### src/rtl/spi_bus_regs_pkg.sv
// Shared definitions for the SPI bus register slice.
// Holds the data/address widths, the register map, the CTRL/STATUS bit
// positions, the FSM state type and a helper that packs the STATUS word.
package spi_bus_regs_pkg;

  localparam int WIDTH = 8;
  localparam int MSB   = WIDTH - 1;
  localparam int ASB   = WIDTH - 2;

  // Register map (7-bit address space)
  localparam logic [ASB:0] ADDR_CTRL    = 7'h00;
  localparam logic [ASB:0] ADDR_STATUS  = 7'h01;
  localparam logic [ASB:0] ADDR_STREAM  = 7'h02;
  localparam logic [ASB:0] ADDR_SCRATCH = 7'h03;

  // CTRL bit positions
  localparam int CTRL_EN    = 0;
  localparam int CTRL_FLUSH = 1;

  // Sticky flag vector layout: {overflow, underrun, stream timeout}
  localparam int STK_OVF = 2;
  localparam int STK_UNR = 1;
  localparam int STK_TMO = 0;

  typedef enum logic {
    ST_IDLE = 1'b0,
    ST_WAIT = 1'b1
  } state_e;

  // STATUS = {ovf, unr, tmo, 3'b000, level}
  function automatic logic [MSB:0] status_word(input logic [2:0] sticky,
                                               input logic [1:0] level);
    return {sticky, 3'b000, level};
  endfunction

endpackage

### src/rtl/spi_bus_regs_prefetch2.sv
// Two-entry prefetch FIFO feeding the STREAM register.
// Ports:
//   clk_i, rst_ni  clock, asynchronous active-low reset
//   push_i         write din_i at the tail (caller guarantees room)
//   pop_i          drop the head entry (caller guarantees level>0)
//   flush_i        empty the FIFO; wins over push and pop
//   din_i          entry to push
//   head_o         oldest entry
//   level_o        number of valid entries, 0..2
module spi_bus_regs_prefetch2
  import spi_bus_regs_pkg::*;
(
  input  logic         clk_i,
  input  logic         rst_ni,
  input  logic         push_i,
  input  logic         pop_i,
  input  logic         flush_i,
  input  logic [MSB:0] din_i,
  output logic [MSB:0] head_o,
  output logic [1:0]   level_o
);

  logic [MSB:0] mem0_q, mem0_d;  // head slot
  logic [MSB:0] mem1_q, mem1_d;  // second slot
  logic [1:0]   level_q, level_d;

  always_comb begin
    mem0_d  = mem0_q;
    mem1_d  = mem1_q;
    level_d = level_q;
    if (flush_i) begin
      level_d = 2'd0;
    end else begin
      case ({push_i, pop_i})
        2'b10: begin
          if (level_q == 2'd0) begin
            mem0_d  = din_i;
            level_d = 2'd1;
          end else if (level_q == 2'd1) begin
            mem1_d  = din_i;
            level_d = 2'd2;
          end
        end
        2'b01: begin
          if (level_q != 2'd0) begin
            mem0_d  = mem1_q;
            level_d = level_q - 2'd1;
          end
        end
        2'b11: begin
          // Simultaneous push and pop keeps the level and the order.
          if (level_q == 2'd2) begin
            mem0_d = mem1_q;
            mem1_d = din_i;
          end else if (level_q == 2'd1) begin
            mem0_d = din_i;
          end else begin
            // Nothing to pop at level 0: behaves as a plain push.
            mem0_d  = din_i;
            level_d = 2'd1;
          end
        end
        default: ;
      endcase
    end
  end

  always_ff @(posedge clk_i or negedge rst_ni) begin
    if (!rst_ni) begin
      mem0_q  <= '0;
      mem1_q  <= '0;
      level_q <= 2'd0;
    end else begin
      mem0_q  <= mem0_d;
      mem1_q  <= mem1_d;
      level_q <= level_d;
    end
  end

  assign head_o  = mem0_q;
  assign level_o = level_q;

endmodule

### src/rtl/spi_bus_regs.sv
// Bus slave behind the SPI bus master: CTRL/STATUS/STREAM/SCRATCH registers
// answering single-outstanding cyc/stb transfers, plus a 2-entry prefetch
// buffer that keeps STREAM reads fed.
// Ports:
//   clk_i, rst_ni        clock, asynchronous active-low reset
//   cyc_i, stb_i, we_i   bus cycle, one-cycle transfer strobe, write flag
//   adr_i, dat_i         7-bit register address, write data
//   ack_o, err_o         one-cycle completion / failure pulses
//   wat_o                STREAM read stalled waiting for data
//   dat_o                read data, valid while ack_o or err_o is high
//   s_valid_i, s_data_i  upstream stream data
//   s_ready_o            prefetch accepts s_data_i this cycle
//   ovf_i, unr_i         SPI overflow / underrun event pulses
//   ctrl_o, status_o     CTRL contents, live STATUS word
//   dbg_state_o          current FSM state
//
// Stream handshake: a word transfers on every clock edge where s_valid_i
// and s_ready_o are both high; s_ready_o does not depend on s_valid_i, and
// the upstream side holds s_data_i stable while s_valid_i is high.
module spi_bus_regs
  import spi_bus_regs_pkg::*;
#(
  parameter int TIMEOUT = 16
) (
  input  logic         clk_i,
  input  logic         rst_ni,
  input  logic         cyc_i,
  input  logic         stb_i,
  input  logic         we_i,
  input  logic [ASB:0] adr_i,
  input  logic [MSB:0] dat_i,
  output logic         ack_o,
  output logic         err_o,
  output logic         wat_o,
  output logic [MSB:0] dat_o,
  input  logic         s_valid_i,
  input  logic [MSB:0] s_data_i,
  output logic         s_ready_o,
  input  logic         ovf_i,
  input  logic         unr_i,
  output logic [MSB:0] ctrl_o,
  output logic [MSB:0] status_o,
  output state_e       dbg_state_o
);

  localparam int          TW   = $clog2(TIMEOUT);
  localparam logic [TW-1:0] TMAX = TW'(TIMEOUT - 1);

  state_e        state_q, state_d;
  logic [TW-1:0] timer_q, timer_d;
  logic          ack_q, ack_d;
  logic          err_q, err_d;
  logic          wat_q, wat_d;
  logic [MSB:0]  dat_q, dat_d;
  logic [MSB:0]  ctrl_q, ctrl_d;
  logic [MSB:0]  scratch_q, scratch_d;
  logic [2:0]    sticky_q, sticky_d;

  logic          sticky_clr;
  logic          tmo_set;
  logic          pop;
  logic          push;
  logic [MSB:0]  head;
  logic [1:0]    level;

  assign s_ready_o = ctrl_q[CTRL_EN] && (level != 2'd2) && !ctrl_q[CTRL_FLUSH];
  assign push      = s_valid_i && s_ready_o;

  spi_bus_regs_prefetch2 u_prefetch (
    .clk_i   (clk_i),
    .rst_ni  (rst_ni),
    .push_i  (push),
    .pop_i   (pop),
    .flush_i (ctrl_q[CTRL_FLUSH]),
    .din_i   (s_data_i),
    .head_o  (head),
    .level_o (level)
  );

  always_comb begin
    state_d    = state_q;
    timer_d    = timer_q;
    ack_d      = 1'b0;
    err_d      = 1'b0;
    wat_d      = 1'b0;
    dat_d      = '0;
    ctrl_d     = ctrl_q;
    // Flush is a one-cycle pulse: it only survives the cycle after its write.
    ctrl_d[CTRL_FLUSH] = 1'b0;
    scratch_d  = scratch_q;
    sticky_clr = 1'b0;
    tmo_set    = 1'b0;
    pop        = 1'b0;

    case (state_q)
      ST_IDLE: begin
        // A strobe during the ack/err cycle belongs to the finished transfer.
        if (cyc_i && stb_i && !ack_q && !err_q) begin
          case (adr_i)
            ADDR_CTRL: begin
              ack_d = 1'b1;
              if (we_i) ctrl_d = dat_i;
              else      dat_d  = ctrl_q;
            end
            ADDR_STATUS: begin
              if (we_i) begin
                err_d = 1'b1;
              end else begin
                ack_d      = 1'b1;
                dat_d      = status_o;
                sticky_clr = 1'b1;
              end
            end
            ADDR_STREAM: begin
              if (we_i) begin
                err_d = 1'b1;
              end else if (level != 2'd0) begin
                ack_d = 1'b1;
                dat_d = head;
                pop   = 1'b1;
              end else begin
                state_d = ST_WAIT;
                timer_d = '0;
                wat_d   = 1'b1;
              end
            end
            ADDR_SCRATCH: begin
              ack_d = 1'b1;
              if (we_i) scratch_d = dat_i;
              else      dat_d     = scratch_q;
            end
            default: err_d = 1'b1;
          endcase
        end
      end
      ST_WAIT: begin
        if (!cyc_i) begin
          // Master abandoned the transfer: no response, buffer untouched.
          state_d = ST_IDLE;
        end else if (level != 2'd0) begin
          ack_d   = 1'b1;
          dat_d   = head;
          pop     = 1'b1;
          state_d = ST_IDLE;
        end else if (timer_q == TMAX) begin
          err_d   = 1'b1;
          tmo_set = 1'b1;
          state_d = ST_IDLE;
        end else begin
          timer_d = timer_q + TW'(1);
          wat_d   = 1'b1;
        end
      end
      default: state_d = ST_IDLE;
    endcase

    // A new event in the read-to-clear cycle keeps its bit set.
    sticky_d = (sticky_q & ~{3{sticky_clr}}) | {ovf_i, unr_i, tmo_set};
  end

  always_ff @(posedge clk_i or negedge rst_ni) begin
    if (!rst_ni) begin
      state_q   <= ST_IDLE;
      timer_q   <= '0;
      ack_q     <= 1'b0;
      err_q     <= 1'b0;
      wat_q     <= 1'b0;
      dat_q     <= '0;
      ctrl_q    <= '0;
      scratch_q <= '0;
      sticky_q  <= '0;
    end else begin
      state_q   <= state_d;
      timer_q   <= timer_d;
      ack_q     <= ack_d;
      err_q     <= err_d;
      wat_q     <= wat_d;
      dat_q     <= dat_d;
      ctrl_q    <= ctrl_d;
      scratch_q <= scratch_d;
      sticky_q  <= sticky_d;
    end
  end

  assign ack_o       = ack_q;
  assign err_o       = err_q;
  assign wat_o       = wat_q;
  assign dat_o       = dat_q;
  assign ctrl_o      = ctrl_q;
  assign status_o    = status_word(sticky_q, level);
  assign dbg_state_o = state_q;

endmodule

### config.mk
export PLATFORM = sky130hd
export DESIGN_NAME = spi_bus_regs
export DESIGN_NICKNAME = d
export VERILOG_FILES = /design/src/rtl/spi_bus_regs_pkg.sv /design/src/rtl/spi_bus_regs_prefetch2.sv /design/src/rtl/spi_bus_regs.sv
export SDC_FILE = /design/constraint.sdc
export NUM_CORES = 1
export LEC_CHECK = 0
export CAP_MARGIN = 20
export CORE_MARGIN = 8
export CORE_UTILIZATION = 30
export DETAILED_ROUTE_END_ITERATION = 10
export DONT_BUFFER_PORTS = 1
export PLACE_DENSITY = 0.51
export SETUP_SLACK_MARGIN = 0.02
export SYNTH_ARGS = -nofsm -noshare
export SYNTH_HDL_FRONTEND = slang
export SYNTH_SLANG_ARGS = --single-unit
### constraint.sdc
create_clock -name clk_i -period 4.8 [get_ports clk_i]
set_input_delay 1.2 -clock clk_i [delete_from_list [all_inputs] [get_ports clk_i]]
set_output_delay 1.2 -clock clk_i [all_outputs]
set_load 0.005 [all_outputs]
Word level (Yosys, flattened, before mapping) --
Cells that the tools add are included.
Word-level totals: bits in writable memories 0, bits in latches 0, bits in read-only memories 0, flip-flop bits (word level) 52, input port bits 31, memories 0, word-level logic and storage cells 133, output and inout port bits 29
Operators by class: divide/modulo/power cells 0, add/subtract/negate cells 2, shift-type cells 0, multiplexer cells 65, equal/unequal tests 26, bitwise operators 5, multipliers 0, reductions and logical operators 23, order comparisons 0
Operators by type and width (number):
- 2-to-1 mux 8 bit | 13
- one-hot mux 8 bit (2 select lines) | 2
- one-hot mux 8 bit (4 select lines) | 1
- 2-to-1 mux 4 bit | 7
- one-hot mux 8 bit (3 select lines) | 1
- 2-to-1 mux 1 bit | 23
- 2-to-1 mux 2 bit | 10
- != test 2 bit (second input constant) | 9
- equality test 7 x 2 -> 1 bit (second input constant) | 2
- AND reduction 4 bit | 3
- one-hot mux 1 bit (2 select lines) | 5
- AND reduction 5 bit | 2
- != test 3 bit (second input constant) | 3
- != test 2 x 1 -> 1 bit (second input constant) | 4
- one-hot mux 4 bit (2 select lines) | 1
- equality test 7 x 1 -> 1 bit (second input constant) | 1
- zero test 7 bit | 1
- AND reduction 7 bit | 1
- equality test 2 bit (second input constant) | 3
- logical AND 1 bit | 6
- one-hot mux 2 bit (3 select lines) | 1
- adder 4 x 1 -> 4 bit (second input constant) | 1
- equality test 2 x 1 -> 1 bit (second input constant) | 2
- equality test 4 bit (second input constant) | 1
- other kinds (13) | 18

Longest topological paths before layout --
Gate-level depths: netlist of run 1.
depth after elaboration 9, depth in mapped cells 10, depth with buffers taken out 7

Hierarchy --
A second synthesis of run 1 with hierarchy kept.
Unflattened totals: cells, all modules 230, area, all modules 2627.5 um2
By module, submodules not included:
- spi_bus_regs | instances 1, area an instance 1684.1 um2, cells an instance 150, seq. area each 850.8 um2
- spi_bus_regs_prefetch2 | instances 1, area an instance 943.4 um2, cells an instance 80, seq. area each 450.4 um2

Least setup slack after synthesis of run 1 --
Ideal clock, no wire load.
kind in2reg, from input port we_i, to register u_prefetch.mem1_q[0], cell stages on the path 6, library setup time 0.125 ns, arrival 2.474 ns, required time 4.675 ns, buffers on the path 1, setup slack 2.201 ns, cells stage by stage buf_2 > nor4b_4 > nand4_2 > and2_2 > nand3_4 > mux2_2
Between the ends: cells in the longest elaborated chain, start to end 7, elaborated cells on any way between the ends 12, classes of those cells 5 x eq/ne; 5 x mux; 2 x reduce/logical
RTL lines:
- from (decl) | RTL line spi_bus_regs.sv:29 | input logic we_i,
- 2-to-1 mux 1 bit (*) | RTL line spi_bus_regs.sv:115 | if (we_i) begin
- 2-to-1 mux 1 bit (*) | RTL line spi_bus_regs.sv:99 | case (adr_i)
- 2-to-1 mux 1 bit (*) | RTL line spi_bus_regs.sv:98 | if (cyc_i && stb_i && !ack_q && !err_q) begin
- one-hot mux 1 bit (2 select lines) (*) | RTL line spi_bus_regs.sv:95 | case (state_q)
- equality test 2 bit | RTL line spi_bus_regs_prefetch2.sv:34 | case ({push_i, pop_i})
- != test 2 x 1 -> 1 bit (no source line) (tied with other cells)
- AND reduction 5 bit (no source line)
- to (signal assigned) | RTL line spi_bus_regs_prefetch2.sv:75 | mem1_q <= mem1_d;
- to (decl) | RTL line spi_bus_regs_prefetch2.sv:24 | logic [MSB:0] mem1_q, mem1_d;
Mark *: on every way between the ends. The rest lies on a longest branch, timed or not. A chain may end at the register's enable or synchronous reset.

Worst setup path after layout of run 1 --
from register u_prefetch.level_q[0] (netlist: u_prefetch.level_o[0]), to output port s_ready_o
Between the ends: cells in the longest elaborated chain, start to end 3
RTL lines:
- from (decl) | RTL line spi_bus_regs_prefetch2.sv:25 | logic [1:0] level_q, level_d;
- from (signal assigned) | RTL line spi_bus_regs_prefetch2.sv:76 | level_q <= level_d;
- != test 2 bit | RTL line spi_bus_regs.sv:66 | assign s_ready_o = ctrl_q[CTRL_EN] && (level != 2'd2) && !ctrl_q[CTRL_FLUSH];
- logical AND 1 bit (2 in series) | RTL line spi_bus_regs.sv:66
- to (decl) | RTL line spi_bus_regs.sv:38 | output logic s_ready_o,
No other way between the ends.

==> impl_metrics.prom, run 1 <==
# TYPE chip_impl_metric gauge
chip_impl_metric{name="final_standard_cell_utilization_of_the_core",unit=""} 0.321
chip_impl_info{name="yosys.area.top_type",value="dfrtp_1"} 1
chip_impl_metric{name="synthCells",unit=""} 222
chip_impl_metric{name="grt_start_max_net_pins",unit=""} 53
chip_impl_metric{name="rrSetupSlack",unit="ns"} 2.31
chip_impl_metric{name="setup-tns-final",unit="ns"} 0
chip_impl_metric{name="insertion_delay",unit="ns"} 0.31
chip_impl_metric{name="detailed_place_hpwl",unit="mm"} 4.56
chip_impl_info{name="crit_path_start",value="u_prefetch.level_o[0]"} 1
chip_impl_metric{name="mappedNetlistArea",unit="sq mm"} 0.00258
chip_impl_metric{name="cts-htree-levels",unit=""} 2
chip_impl_info{name="synth_top_cells_by_area",value="dfrtp_1 50%, mux2_2 10%, mux2i_1 4.7%"} 1
chip_impl_metric{name="io_pins",unit=""} 60
chip_impl_metric{name="cts-root-to-sink-buffers",unit=""} 2
chip_impl_metric{name="power.leakage",unit="nW"} 1.22
chip_impl_metric{name="layout.nets",unit=""} 254
chip_impl_metric{name="clk_pin_slew",unit="ns"} 0.10
chip_impl_info{name="timing.hold.worst_endpoint",value="u_prefetch.mem1_q[3]"} 1
chip_impl_metric{name="areaGrowthSynthToFinish",unit="%"} 5.92
chip_impl_metric{name="avgRoutedWirePerCell",unit="microns"} 18.4
chip_impl_metric{name="synth-warning-count",unit=""} 0
chip_impl_info{name="tritoncts_clock_tree",value="built"} 1
chip_impl_metric{name="first_global_vias",unit=""} 1734
chip_impl_info{name="crit_slowest_cell",value="dfrtp_1"} 1
chip_impl_info{name="setup.worst_path.start_class",value="flop"} 1
chip_impl_metric{name="place.detailed.instances",unit=""} 320
chip_impl_metric{name="core_region_area",unit="sq mm"} 0.00851
chip_impl_metric{name="drcViolationCount",unit=""} 0
chip_impl_metric{name="final_cell_count_no_fill",unit=""} 328
chip_impl_metric{name="grt_first_pass_wirelength",unit="mm"} 9.62
chip_impl_metric{name="synth-edff-count",unit=""} 0
chip_impl_info{name="hp-start",value="u_prefetch.mem1_q[3]"} 1
chip_impl_metric{name="finalWeightedCongestion",unit=""} 0.716
chip_impl_metric{name="final_total_power",unit="mW"} 0.955
chip_impl_metric{name="path_max_fanout",unit=""} 5
chip_impl_metric{name="synth_top_area_share",unit=""} 0.505
chip_impl_metric{name="drtPass1Iterations",unit=""} 4
chip_impl_metric{name="globalRouteTotalUtil",unit=""} 0.106
chip_impl_metric{name="synth-seq-area-share",unit=""} 0.505
chip_impl_metric{name="worst_ir_drop_vdd",unit="uV"} 154
chip_impl_metric{name="fmax",unit="MHz"} 381
chip_impl_info{name="synth_ff_type",value="dfrtp_1"} 1
chip_impl_metric{name="holdBufCountCts",unit=""} 0
chip_impl_metric{name="cts.repair.resized",unit=""} 0
chip_impl_metric{name="numClockSinks",unit=""} 52
chip_impl_info{name="hold_path.class",value="flop to flop"} 1
chip_impl_metric{name="postRouteAntennaNets",unit=""} 0
chip_impl_info{name="r2r-end",value="u_prefetch.head_o[5]"} 1
chip_impl_metric{name="synthDistinctLibCells",unit=""} 44
chip_impl_metric{name="min_clock_period_post_route",unit="ns"} 2.62
chip_impl_metric{name="place.port_buffers",unit=""} 0
chip_impl_metric{name="post_drt_via_cell_ratio",unit=""} 4.99
chip_impl_metric{name="worst-endpoint-arrival",unit="ns"} 1.42
chip_impl_metric{name="timing.final.crit_share",unit=""} 0.547
chip_impl_metric{name="cellPowerDensity",unit="mW/mm^2"} 350
chip_impl_metric{name="final_count_of_hold_timing_violations",unit=""} 0
chip_impl_metric{name="cp.required",unit="ns"} 3.60
chip_impl_metric{name="layout-drive-gt1-share",unit=""} 0.195
chip_impl_metric{name="die_area",unit="sq mm"} 0.0118
chip_impl_metric{name="tightest_slew",unit="ns"} 0.676
chip_impl_info{name="worst-setup-path-type",value="flop to output port"} 1
chip_impl_info{name="critical_path.top_delay_family",value="flip-flops"} 1
chip_impl_metric{name="critPathMaxStageDelay",unit="ns"} 0.48
chip_impl_metric{name="setup_violations",unit=""} 0
chip_impl_metric{name="placementRows",unit=""} 34
chip_impl_metric{name="worstHoldPathCells",unit=""} 1
chip_impl_metric{name="max_cap_violation_count",unit=""} 0
chip_impl_metric{name="post_synth.cell_area_avg",unit="sq um"} 11.6
chip_impl_metric{name="die_x",unit="microns"} 109
chip_impl_metric{name="layout_setup_ws",unit="ns"} 2.18
chip_impl_metric{name="post-cts-setup-buffers",unit=""} 0
chip_impl_info{name="timing.rr.start",value="u_prefetch.level_o[0]"} 1
chip_impl_metric{name="initial_core_util",unit=""} 0.303
chip_impl_info{name="synth_most_common_cell",value="dfrtp_1"} 1
chip_impl_info{name="critical_path.endpoint_type",value="output port"} 1
chip_impl_metric{name="detailedRoute.firstIterationViolations",unit=""} 32
chip_impl_metric{name="detailedPlace.worstSlack",unit="ns"} 2.04
chip_impl_metric{name="relSlewSlack",unit=""} 0.548
chip_impl_info{name="synth_top_cells_by_count",value="52 x dfrtp_1, 23 x mux2_2, 17 x nor2_1"} 1
chip_impl_metric{name="routed_wl",unit="mm"} 6.04
chip_impl_metric{name="final_max_slew_viol_count",unit=""} 0
chip_impl_metric{name="filler_cell_count",unit=""} 885
chip_impl_info{name="timing.critical_path.cells",value="inv_1 -> ha_1 -> nor3b_1"} 1
chip_impl_metric{name="yosys_register_bits",unit=""} 52
chip_impl_info{name="clock-root-buffer",value="clkbuf_8"} 1
chip_impl_metric{name="rr_worst_depth",unit=""} 7
chip_impl_metric{name="gr-total-overflow",unit=""} 0
chip_impl_metric{name="crit_buf_inv",unit=""} 1
chip_impl_metric{name="clock_skews",unit="ns"} 0.00687
chip_impl_metric{name="cts_buffers",unit=""} 5
chip_impl_metric{name="antenna-diode-count",unit=""} 0
chip_impl_metric{name="asyncSetResetFlopFracSynth",unit=""} 1.00
chip_impl_metric{name="detailroute.via_count",unit=""} 1638
chip_impl_metric{name="die_h",unit="microns"} 109
chip_impl_info{name="unrepaired_setup_endpoints_after_global_routing",value="no"} 1
chip_impl_info{name="outcome",value="complete, no violations"} 1
chip_impl_metric{name="initial_antenna_violation_count",unit=""} 0
-- where the power goes --
| group | leakage [nW] | switching, mW | internal [mW] |
|---|---|---|---|
| combinational | 0.484 | 0.0888 | 0.0752 |
| clock | 0.0485 | 0.152 | 0.105 |
| sequential | 0.683 | 0.0445 | 0.489 |
| total | 1.22 | 0.285 | 0.669 |
-- state kept, by name, indices dropped and copies added (netlist names) --
name and count:
timer_q 4, sticky_q 3, scratch_q 8, dat_o 8
ack_o 1, u_prefetch.mem1_q 8, u_prefetch.level_o 2, ctrl_o 8
u_prefetch.head_o 8, err_o 1, wat_o 1
-- final cells by class --
cell class	count	area, sq um	area share
flip-flops and latches	52	1300	0.477
multi-input cells	154	1180	0.431
well taps	108	135	0.0495
clock buffers	5	68.8	0.0252
clock inverters	3	22.5	0.00825
inverters	5	18.8	0.00687
repair buffers	1	7.51	0.00275
-- worst max path at each step --
stage                     cells past startpoint              endpoint  slack [ns]
after floorplan                               6  u_prefetch.mem1_q[0]        2.20
after CTS                                     3             s_ready_o        2.11
after global placement                        5          scratch_q[3]        2.05
after detailed placement                      5          scratch_q[7]        2.04
final                                         3             s_ready_o        2.18
after global routing                          7  u_prefetch.head_o[1]        2.01
-- placed cells by master (no fill, tap or decap), types with 10 or more instances in the layout --
master and count:
nor2_1 17, mux2_2 23, dfrtp_1 52, a22o_1 11
nor2b_1 10, mux2i_1 12, a21oi_1 13, nand2_1 10
-- routing by layer --
layer / up-vias / routed length (microns) / track usage
li1: 787 / - / -
met1: 801 / 2640 / 0.134
met2: 46 / 2760 / 0.162
met3: 4 / 613 / 0.0473
met4: 0 / 36 / 0.0293
met5: - / 0 / 0
-- per-stage QoR --
stage                     cell area [sq um]  hold slack (ns)
after global routing                   2730            0.532
after detailed placement               2640            0.493
after floorplan                        2580            0.467
after CTS                              2730            0.517
after global placement                 2640            0.487
final                                  2730            0.514
-- logic make-up after synthesis --
| kind of cell | synth area share |
|---|---|
| other | 0.00145 |
| XOR/XNOR | 0.00680 |
| buffers and inverters | 0.0417 |
| AND/OR/NAND/NOR | 0.142 |
| adder cells (fa/ha/maj) | 0.0194 |
| AO/OA/AOI/OAI | 0.137 |
| flip-flops | 0.505 |
| multiplexers | 0.147 |
Power figures use the tool's default switching activity.
==> run 2, diff against run 1 <==
--- a/config.mk
+++ b/config.mk
@@ -10,7 +10,7 @@
 export CORE_UTILIZATION = 30
 export DETAILED_ROUTE_END_ITERATION = 10
 export DONT_BUFFER_PORTS = 1
-export PLACE_DENSITY = 0.51
+export PLACE_DENSITY = 0.52
 export SETUP_SLACK_MARGIN = 0.02
 export SYNTH_ARGS = -nofsm -noshare
 export SYNTH_HDL_FRONTEND = slang
==> constraint.sdc (replaced) <==
create_clock -name clk_i -period 2.1 [get_ports clk_i]
set_input_delay 0.525 -clock clk_i [delete_from_list [all_inputs] [get_ports clk_i]]
set_output_delay 0.525 -clock clk_i [all_outputs]
set_load 0.005 [all_outputs]
==> run 2 against run 1 <==
Clock-buffer cell count is the same. Clock skew is essentially flat. First-iteration DRC count grew 120%. Critical path depth grew 5. Non-clock buffer count grew 14. Die area is the same. Global-route usage grew 0.36 points. Sequential share of layout area shrank 2.8 points. Wire length grew 5.5%. Cell count grew 4.3%. Power grew 140%.
==> impl_metrics.prom, run 2 (synthesis results as in run 1) <==
# TYPE chip_impl_metric gauge
chip_impl_info{name="outcome",value="complete, no violations"} 1
chip_impl_metric{name="io_pins",unit=""} 60
chip_impl_metric{name="critPathMaxStageDelay",unit="ns"} 0.40
chip_impl_metric{name="clk_pin_slew",unit="ns"} 0.10
chip_impl_info{name="worst-setup-path-type",value="flop to flop"} 1
chip_impl_metric{name="layout-drive-gt1-share",unit=""} 0.269
chip_impl_metric{name="rrSetupSlack",unit="ns"} 0.13
chip_impl_metric{name="insertion_delay",unit="ns"} 0.31
chip_impl_metric{name="power.leakage",unit="nW"} 1.30
chip_impl_metric{name="final_total_power",unit="mW"} 2.29
chip_impl_metric{name="final_count_of_hold_timing_violations",unit=""} 0
chip_impl_metric{name="tightest_slew",unit="ns"} 0.524
chip_impl_metric{name="fmax",unit="MHz"} 508
chip_impl_info{name="setup.worst_path.start_class",value="flop"} 1
chip_impl_metric{name="clock_skews",unit="ns"} 0.00673
chip_impl_metric{name="worst_ir_drop_vdd",unit="uV"} 311
chip_impl_metric{name="routed_wl",unit="mm"} 6.37
chip_impl_metric{name="postRouteAntennaNets",unit=""} 0
chip_impl_info{name="timing.rr.start",value="u_prefetch.level_o[0]"} 1
chip_impl_metric{name="cellPowerDensity",unit="mW/mm^2"} 791
chip_impl_metric{name="path_max_fanout",unit=""} 8
chip_impl_metric{name="total_stage_count_of_the_critical_path",unit=""} 8
chip_impl_metric{name="globalRouteTotalUtil",unit=""} 0.110
chip_impl_info{name="endpoint",value="u_prefetch.mem1_q[4]"} 1
chip_impl_metric{name="die_h",unit="microns"} 109
chip_impl_metric{name="finalWeightedCongestion",unit=""} 0.762
chip_impl_metric{name="gr-total-overflow",unit=""} 0
chip_impl_info{name="unrepaired_setup_endpoints_after_global_routing",value="no"} 1
chip_impl_info{name="crit_path_start",value="u_prefetch.level_o[0]"} 1
chip_impl_info{name="layout.cells.most_common",value="dfrtp_1"} 1
chip_impl_info{name="timing.critical_path.cells",value="inv_2 -> ha_2 -> buf_4 -> and3b_1 -> nor2_4 -> and2_4 -> nand3_4 -> mux2_2"} 1
chip_impl_metric{name="areaGrowthSynthToFinish",unit="%"} 12.5
chip_impl_metric{name="min_clock_period_post_route",unit="ns"} 1.97
chip_impl_info{name="tritoncts_clock_tree",value="built"} 1
chip_impl_metric{name="die_area",unit="sq mm"} 0.0118
chip_impl_metric{name="initial_core_util",unit=""} 0.303
chip_impl_metric{name="final_max_slew_viol_count",unit=""} 0
chip_impl_metric{name="detailedRoute.firstIterationViolations",unit=""} 70
chip_impl_info{name="commonest_cells_after_routing_fill_and_taps_aside",value="52 x dfrtp_1, 23 x mux2_2, 17 x nor2_1"} 1
chip_impl_info{name="clock-root-buffer",value="clkbuf_8"} 1
chip_impl_metric{name="cts_buffers",unit=""} 5
chip_impl_metric{name="cts-root-to-sink-buffers",unit=""} 2
chip_impl_metric{name="relSlewSlack",unit=""} 0.648
chip_impl_metric{name="detailroute.via_count",unit=""} 1706
chip_impl_metric{name="grt_first_pass_wirelength",unit="mm"} 9.87
chip_impl_metric{name="layout.nets",unit=""} 268
chip_impl_metric{name="core_region_area",unit="sq mm"} 0.00851
chip_impl_info{name="crit_slowest_cell",value="dfrtp_1"} 1
chip_impl_metric{name="placementRows",unit=""} 34
chip_impl_metric{name="grt_start_max_net_pins",unit=""} 53
chip_impl_info{name="critical_path.top_delay_family",value="simple AND/OR/NAND/NOR gates"} 1
chip_impl_metric{name="cts-htree-levels",unit=""} 2
chip_impl_metric{name="drcViolationCount",unit=""} 0
chip_impl_metric{name="first_global_vias",unit=""} 1790
chip_impl_metric{name="numClockSinks",unit=""} 52
chip_impl_metric{name="antenna-diode-count",unit=""} 0
chip_impl_metric{name="crit_buf_inv",unit=""} 2
chip_impl_metric{name="post_drt_via_cell_ratio",unit=""} 4.99
chip_impl_info{name="r2r-end",value="u_prefetch.mem1_q[4]"} 1
chip_impl_metric{name="timing.final.crit_share",unit=""} 0.937
chip_impl_metric{name="initial_antenna_violation_count",unit=""} 0
chip_impl_metric{name="die_x",unit="microns"} 109
chip_impl_metric{name="avgRoutedWirePerCell",unit="microns"} 18.6
chip_impl_metric{name="place.port_buffers",unit=""} 0
chip_impl_metric{name="setup-tns-final",unit="ns"} 0
chip_impl_info{name="hold_path.class",value="input pin to async pin"} 1
chip_impl_metric{name="detailed_place_hpwl",unit="mm"} 4.77
chip_impl_metric{name="cp.required",unit="ns"} 2.30
chip_impl_metric{name="setup_violations",unit=""} 0
chip_impl_metric{name="worst-endpoint-arrival",unit="ns"} 2.17
chip_impl_metric{name="rr_worst_depth",unit=""} 8
chip_impl_info{name="critical_path.endpoint_type",value="flop"} 1
chip_impl_metric{name="finalHoldWorstSlack",unit="ns"} 0.0635
chip_impl_metric{name="drtPass1Iterations",unit=""} 4
chip_impl_metric{name="max_cap_violation_count",unit=""} 0
run 2: changes by cell type in the layout (fill, tap and decap cells not counted), sizes merged:
cell      previous run  this run
buf                  1        15
clkinv               2         1
clkinvlp             0         1
run 2: metal layers:
layer | share of wire | GRT usage | up-vias
met4 | 0.0064 | 0.0244 | 0
met1 | 0.44 | 0.141 | 828
li1 | - | - | 820
met5 | 0 | 0 | -
met3 | 0.095 | 0.0461 | 4
met2 | 0.46 | 0.170 | 54
run 2: report_power, final:
group	total (mW)	internal, mW	switching [mW]
Combinational	0.485	0.229	0.255
Clock	0.598	0.238	0.360
Sequential	1.21	1.12	0.0920
run 2: worst min-delay path by stage:
| stage | start | to | slack (ns) | cells after the start |
|---|---|---|---|---|
| floorplan | rst_ni | ack_o | 0.23 | 0 |
| global placement | rst_ni | dat_o[0] | 0.23 | 0 |
| detailed placement | rst_ni | ack_o | 0.23 | 0 |
| CTS | rst_ni | ctrl_o[6] | 0.06 | 1 |
| global route | rst_ni | ctrl_o[6] | 0.07 | 1 |
| finish | rst_ni | ctrl_o[6] | 0.06 | 1 |
run 2: metrics by stage:
stage,instance area [sq um],utilization,setup WS [ns],instances
finish,2900,0.341,0.132,342
global route,2900,0.341,0.0422,342
CTS,2870,0.338,0.0506,342
detailed placement,2750,0.323,0.0334,333
global placement,2750,0.323,0.122,333
floorplan,2590,-,0.0583,224
run 2: layout make-up:
| cell class | instances | area, sq um |
|---|---|---|
| fill | 887 | 5610 |
| sequential | 52 | 1300 |
| multi-input combinational | 154 | 1200 |
| timing repair buffer | 15 | 149 |
| tap | 108 | 135 |
| clock buffer | 5 | 68.8 |
| clock inverter | 3 | 21.3 |
| inverter | 5 | 18.8 |
run 2: timing repair:
action,CTS,global route
hold endpoints to repair,52,0
resized for setup,2,6
setup buffers,0,0
endpoints found under the setup margin,1,17
pin swaps,0,1
hold buffers,1,0
==> run 3, diff against run 2 <==
--- a/config.mk
+++ b/config.mk
@@ -10,7 +10,7 @@
 export CORE_UTILIZATION = 30
 export DETAILED_ROUTE_END_ITERATION = 10
 export DONT_BUFFER_PORTS = 1
-export PLACE_DENSITY = 0.52
+export PLACE_DENSITY = 0.51
 export SETUP_SLACK_MARGIN = 0.02
 export SYNTH_ARGS = -nofsm -noshare
 export SYNTH_HDL_FRONTEND = slang
==> constraint.sdc (replaced) <==
create_clock -name clk_i -period 1.88 [get_ports clk_i]
set_input_delay 0.47 -clock clk_i [delete_from_list [all_inputs] [get_ports clk_i]]
set_output_delay 0.47 -clock clk_i [all_outputs]
set_load 0.005 [all_outputs]
==> run 3 against run 2 <==
The flow now finishes with violations (setup timing). Sequential power grew 12%. First-iteration DRC count grew 14%. Wire length grew 0.67%. Critical endpoint is now u_prefetch.head_o[6]. Combinational power increased by 40%. Final area rose by 6.7%. Cell count rose by 4.4%. Sequential cell count is the same. Clock skew shrank 0.0036 ns. Clock power increased by 13%. Non-clock buffer count increased by 16. Hold slack lost 0.046 ns.
==> impl_metrics.prom, run 3 (synthesis results as in run 1) <==
# TYPE chip_impl_metric gauge
chip_impl_metric{name="fin_area",unit="sq mm"} 0.00309
chip_impl_metric{name="post_drt_via_cell_ratio",unit=""} 4.96
chip_impl_info{name="critical_path.top_delay_family",value="simple AND/OR/NAND/NOR gates"} 1
chip_impl_info{name="hold_path.class",value="input pin to async pin"} 1
chip_impl_metric{name="cts_buffers",unit=""} 5
chip_impl_metric{name="final_cell_count_no_fill",unit=""} 357
chip_impl_metric{name="critPathMaxStageDelay",unit="ns"} 0.36
chip_impl_metric{name="setup-tns-final",unit="ns"} -0.0216
chip_impl_metric{name="first_global_vias",unit=""} 1846
chip_impl_info{name="critical_path.endpoint_type",value="flop"} 1
chip_impl_metric{name="cp.required",unit="ns"} 2.07
chip_impl_metric{name="detailedRoute.firstIterationViolations",unit=""} 80
chip_impl_metric{name="cell_area_after_placement",unit="sq mm"} 0.00287
chip_impl_metric{name="die_x",unit="microns"} 109
chip_impl_metric{name="detailroute.via_count",unit=""} 1769
chip_impl_info{name="violated_checks",value="setup timing"} 1
chip_impl_metric{name="insertion_delay",unit="ns"} 0.30
chip_impl_info{name="commonest_cells_after_routing_fill_and_taps_aside",value="52 x dfrtp_1, 25 x buf_4, 15 x mux2_2"} 1
chip_impl_metric{name="grt_start_max_net_pins",unit=""} 53
chip_impl_metric{name="cts-htree-levels",unit=""} 2
chip_impl_metric{name="placementRows",unit=""} 34
chip_impl_info{name="tritoncts_clock_tree",value="built"} 1
chip_impl_metric{name="antenna-diode-count",unit=""} 0
chip_impl_metric{name="timing.final.crit_share",unit=""} 1.01
chip_impl_metric{name="final_total_power",unit="mW"} 2.70
chip_impl_metric{name="cts-root-to-sink-buffers",unit=""} 2
chip_impl_metric{name="worst-endpoint-arrival",unit="ns"} 2.08
chip_impl_metric{name="path_max_fanout",unit=""} 10
chip_impl_metric{name="layout-drive-gt1-share",unit=""} 0.337
chip_impl_metric{name="io_pins",unit=""} 60
chip_impl_metric{name="place.port_buffers",unit=""} 0
chip_impl_info{name="setup.worst_path.start_class",value="flop"} 1
chip_impl_metric{name="grt_first_pass_wirelength",unit="mm"} 10.2
chip_impl_metric{name="setup_violations",unit=""} 5
chip_impl_metric{name="final_count_of_hold_timing_violations",unit=""} 0
chip_impl_info{name="outcome",value="complete, but fails checks"} 1
chip_impl_metric{name="ff_latch_area",unit="sq mm"} 0.00130
chip_impl_metric{name="power.leakage",unit="nW"} 1.41
chip_impl_metric{name="clk_pin_slew",unit="ns"} 0.09
chip_impl_info{name="timing.critical_path.cells",value="inv_2 -> ha_4 -> nor4b_4 -> nand4_2 -> a21oi_1 -> buf_6 -> mux2i_1 -> a21oi_2"} 1
chip_impl_metric{name="gr-total-overflow",unit=""} 0
chip_impl_metric{name="finalWeightedCongestion",unit=""} 0.729
chip_impl_metric{name="postRouteAntennaNets",unit=""} 0
chip_impl_metric{name="cellPowerDensity",unit="mW/mm^2"} 874
chip_impl_metric{name="detailedPlace.worstSlack",unit="ns"} -0.0289
chip_impl_metric{name="globalRouteTotalUtil",unit=""} 0.112
chip_impl_metric{name="min_clock_period_post_route",unit="ns"} 1.89
chip_impl_metric{name="initial_core_util",unit=""} 0.303
chip_impl_metric{name="clock_skews",unit="ns"} 0.00318
chip_impl_metric{name="final_standard_cell_utilization_of_the_core",unit=""} 0.364
chip_impl_metric{name="initial_antenna_violation_count",unit=""} 0
chip_impl_info{name="crit_slowest_cell",value="dfrtp_1"} 1
chip_impl_metric{name="routed_wl",unit="mm"} 6.42
chip_impl_metric{name="drtPass1Iterations",unit=""} 4
chip_impl_metric{name="areaGrowthSynthToFinish",unit="%"} 20.0
chip_impl_metric{name="final_max_slew_viol_count",unit=""} 0
chip_impl_info{name="clock-root-buffer",value="clkbuf_8"} 1
chip_impl_metric{name="layout_setup_ws",unit="ns"} -0.00961
chip_impl_metric{name="max_cap_violation_count",unit=""} 0
chip_impl_metric{name="rr_worst_depth",unit=""} 8
chip_impl_metric{name="worst_ir_drop_vdd",unit="uV"} 374
chip_impl_metric{name="core_region_area",unit="sq mm"} 0.00851
chip_impl_info{name="worst-setup-path-type",value="flop to flop"} 1
chip_impl_metric{name="total_stage_count_of_the_critical_path",unit=""} 8
chip_impl_metric{name="place.detailed.instances",unit=""} 343
chip_impl_metric{name="numClockSinks",unit=""} 52
chip_impl_info{name="layout.cells.most_common",value="dfrtp_1"} 1
chip_impl_metric{name="crit_buf_inv",unit=""} 2
chip_impl_metric{name="die_area",unit="sq mm"} 0.0118
chip_impl_metric{name="die_h",unit="microns"} 109
chip_impl_metric{name="detailed_place_hpwl",unit="mm"} 4.76
chip_impl_metric{name="avgRoutedWirePerCell",unit="microns"} 18.0
chip_impl_metric{name="finalHoldWorstSlack",unit="ns"} 0.0174
chip_impl_metric{name="drcViolationCount",unit=""} 0
chip_impl_metric{name="fmax",unit="MHz"} 529
chip_impl_metric{name="multiInputGateArea",unit="sq mm"} 0.00126
chip_impl_metric{name="layout.nets",unit=""} 284
chip_impl_info{name="unrepaired_setup_endpoints_after_global_routing",value="yes"} 1
chip_impl_metric{name="filler_cell_count",unit=""} 861
-- run 3: final timing paths --
kind,startpoint,endpoint,slack (ns)
setup / recovery,u_prefetch.level_o[1],u_prefetch.head_o[6],-0.01
hold / removal,rst_ni,timer_q[2],0.02
setup reg to reg,u_prefetch.level_o[1],u_prefetch.head_o[6],-0.01
hold reg to reg,scratch_q[7],scratch_q[7],0.52
max in group asynchronous,rst_ni,u_prefetch.head_o[3],1.63
min in group clk_i,unr_i,sticky_q[1],0.26
-- run 3: per-layer routing --
layer / up-vias / part of all wire / track usage
met3: 4 / 0.087 / 0.0402
met2: 55 / 0.47 / 0.173
li1: 845 / - / -
met5: - / 0 / 0
met1: 865 / 0.44 / 0.143
met4: 0 / 0.0095 / 0.0352
-- run 3: cell type report --
| cell class | instances | area share |
|---|---|---|
| inverter | 5 | 0.00607 |
| sequential | 52 | 0.421 |
| timing repair buffer | 31 | 0.0906 |
| tap | 108 | 0.0437 |
| clock buffer | 7 | 0.0311 |
| multi-input combinational | 154 | 0.408 |
-- run 3: worst reg2reg max path, stage by stage (launching register included) --
cell,delay [ns]
dfrtp_1,0.36
inv_2,0.06
ha_4,0.18
nor4b_4,0.25
nand4_2,0.19
a21oi_1,0.22
buf_6,0.20
mux2i_1,0.26
a21oi_2,0.07
-- run 3: report_power, final --
part	leakage (nW)	switching (mW)	internal (mW)	total, mW
logic	0.679	0.328	0.350	0.678
clock network	0.0503	0.349	0.329	0.678
registers	0.683	0.0980	1.25	1.35
total	1.41	0.775	1.93	2.70
-- run 3: what timing repair did --
| action | in CTS | in global routing |
|---|---|---|
| pin swaps | 5 | 4 |
| hold buffers | 1 | 0 |
| endpoints found under the setup margin | 18 | 19 |
| setup buffers | 4 | 2 |
| endpoints found under the hold margin | 52 | 0 |
| gates resized for setup | 8 | 7 |
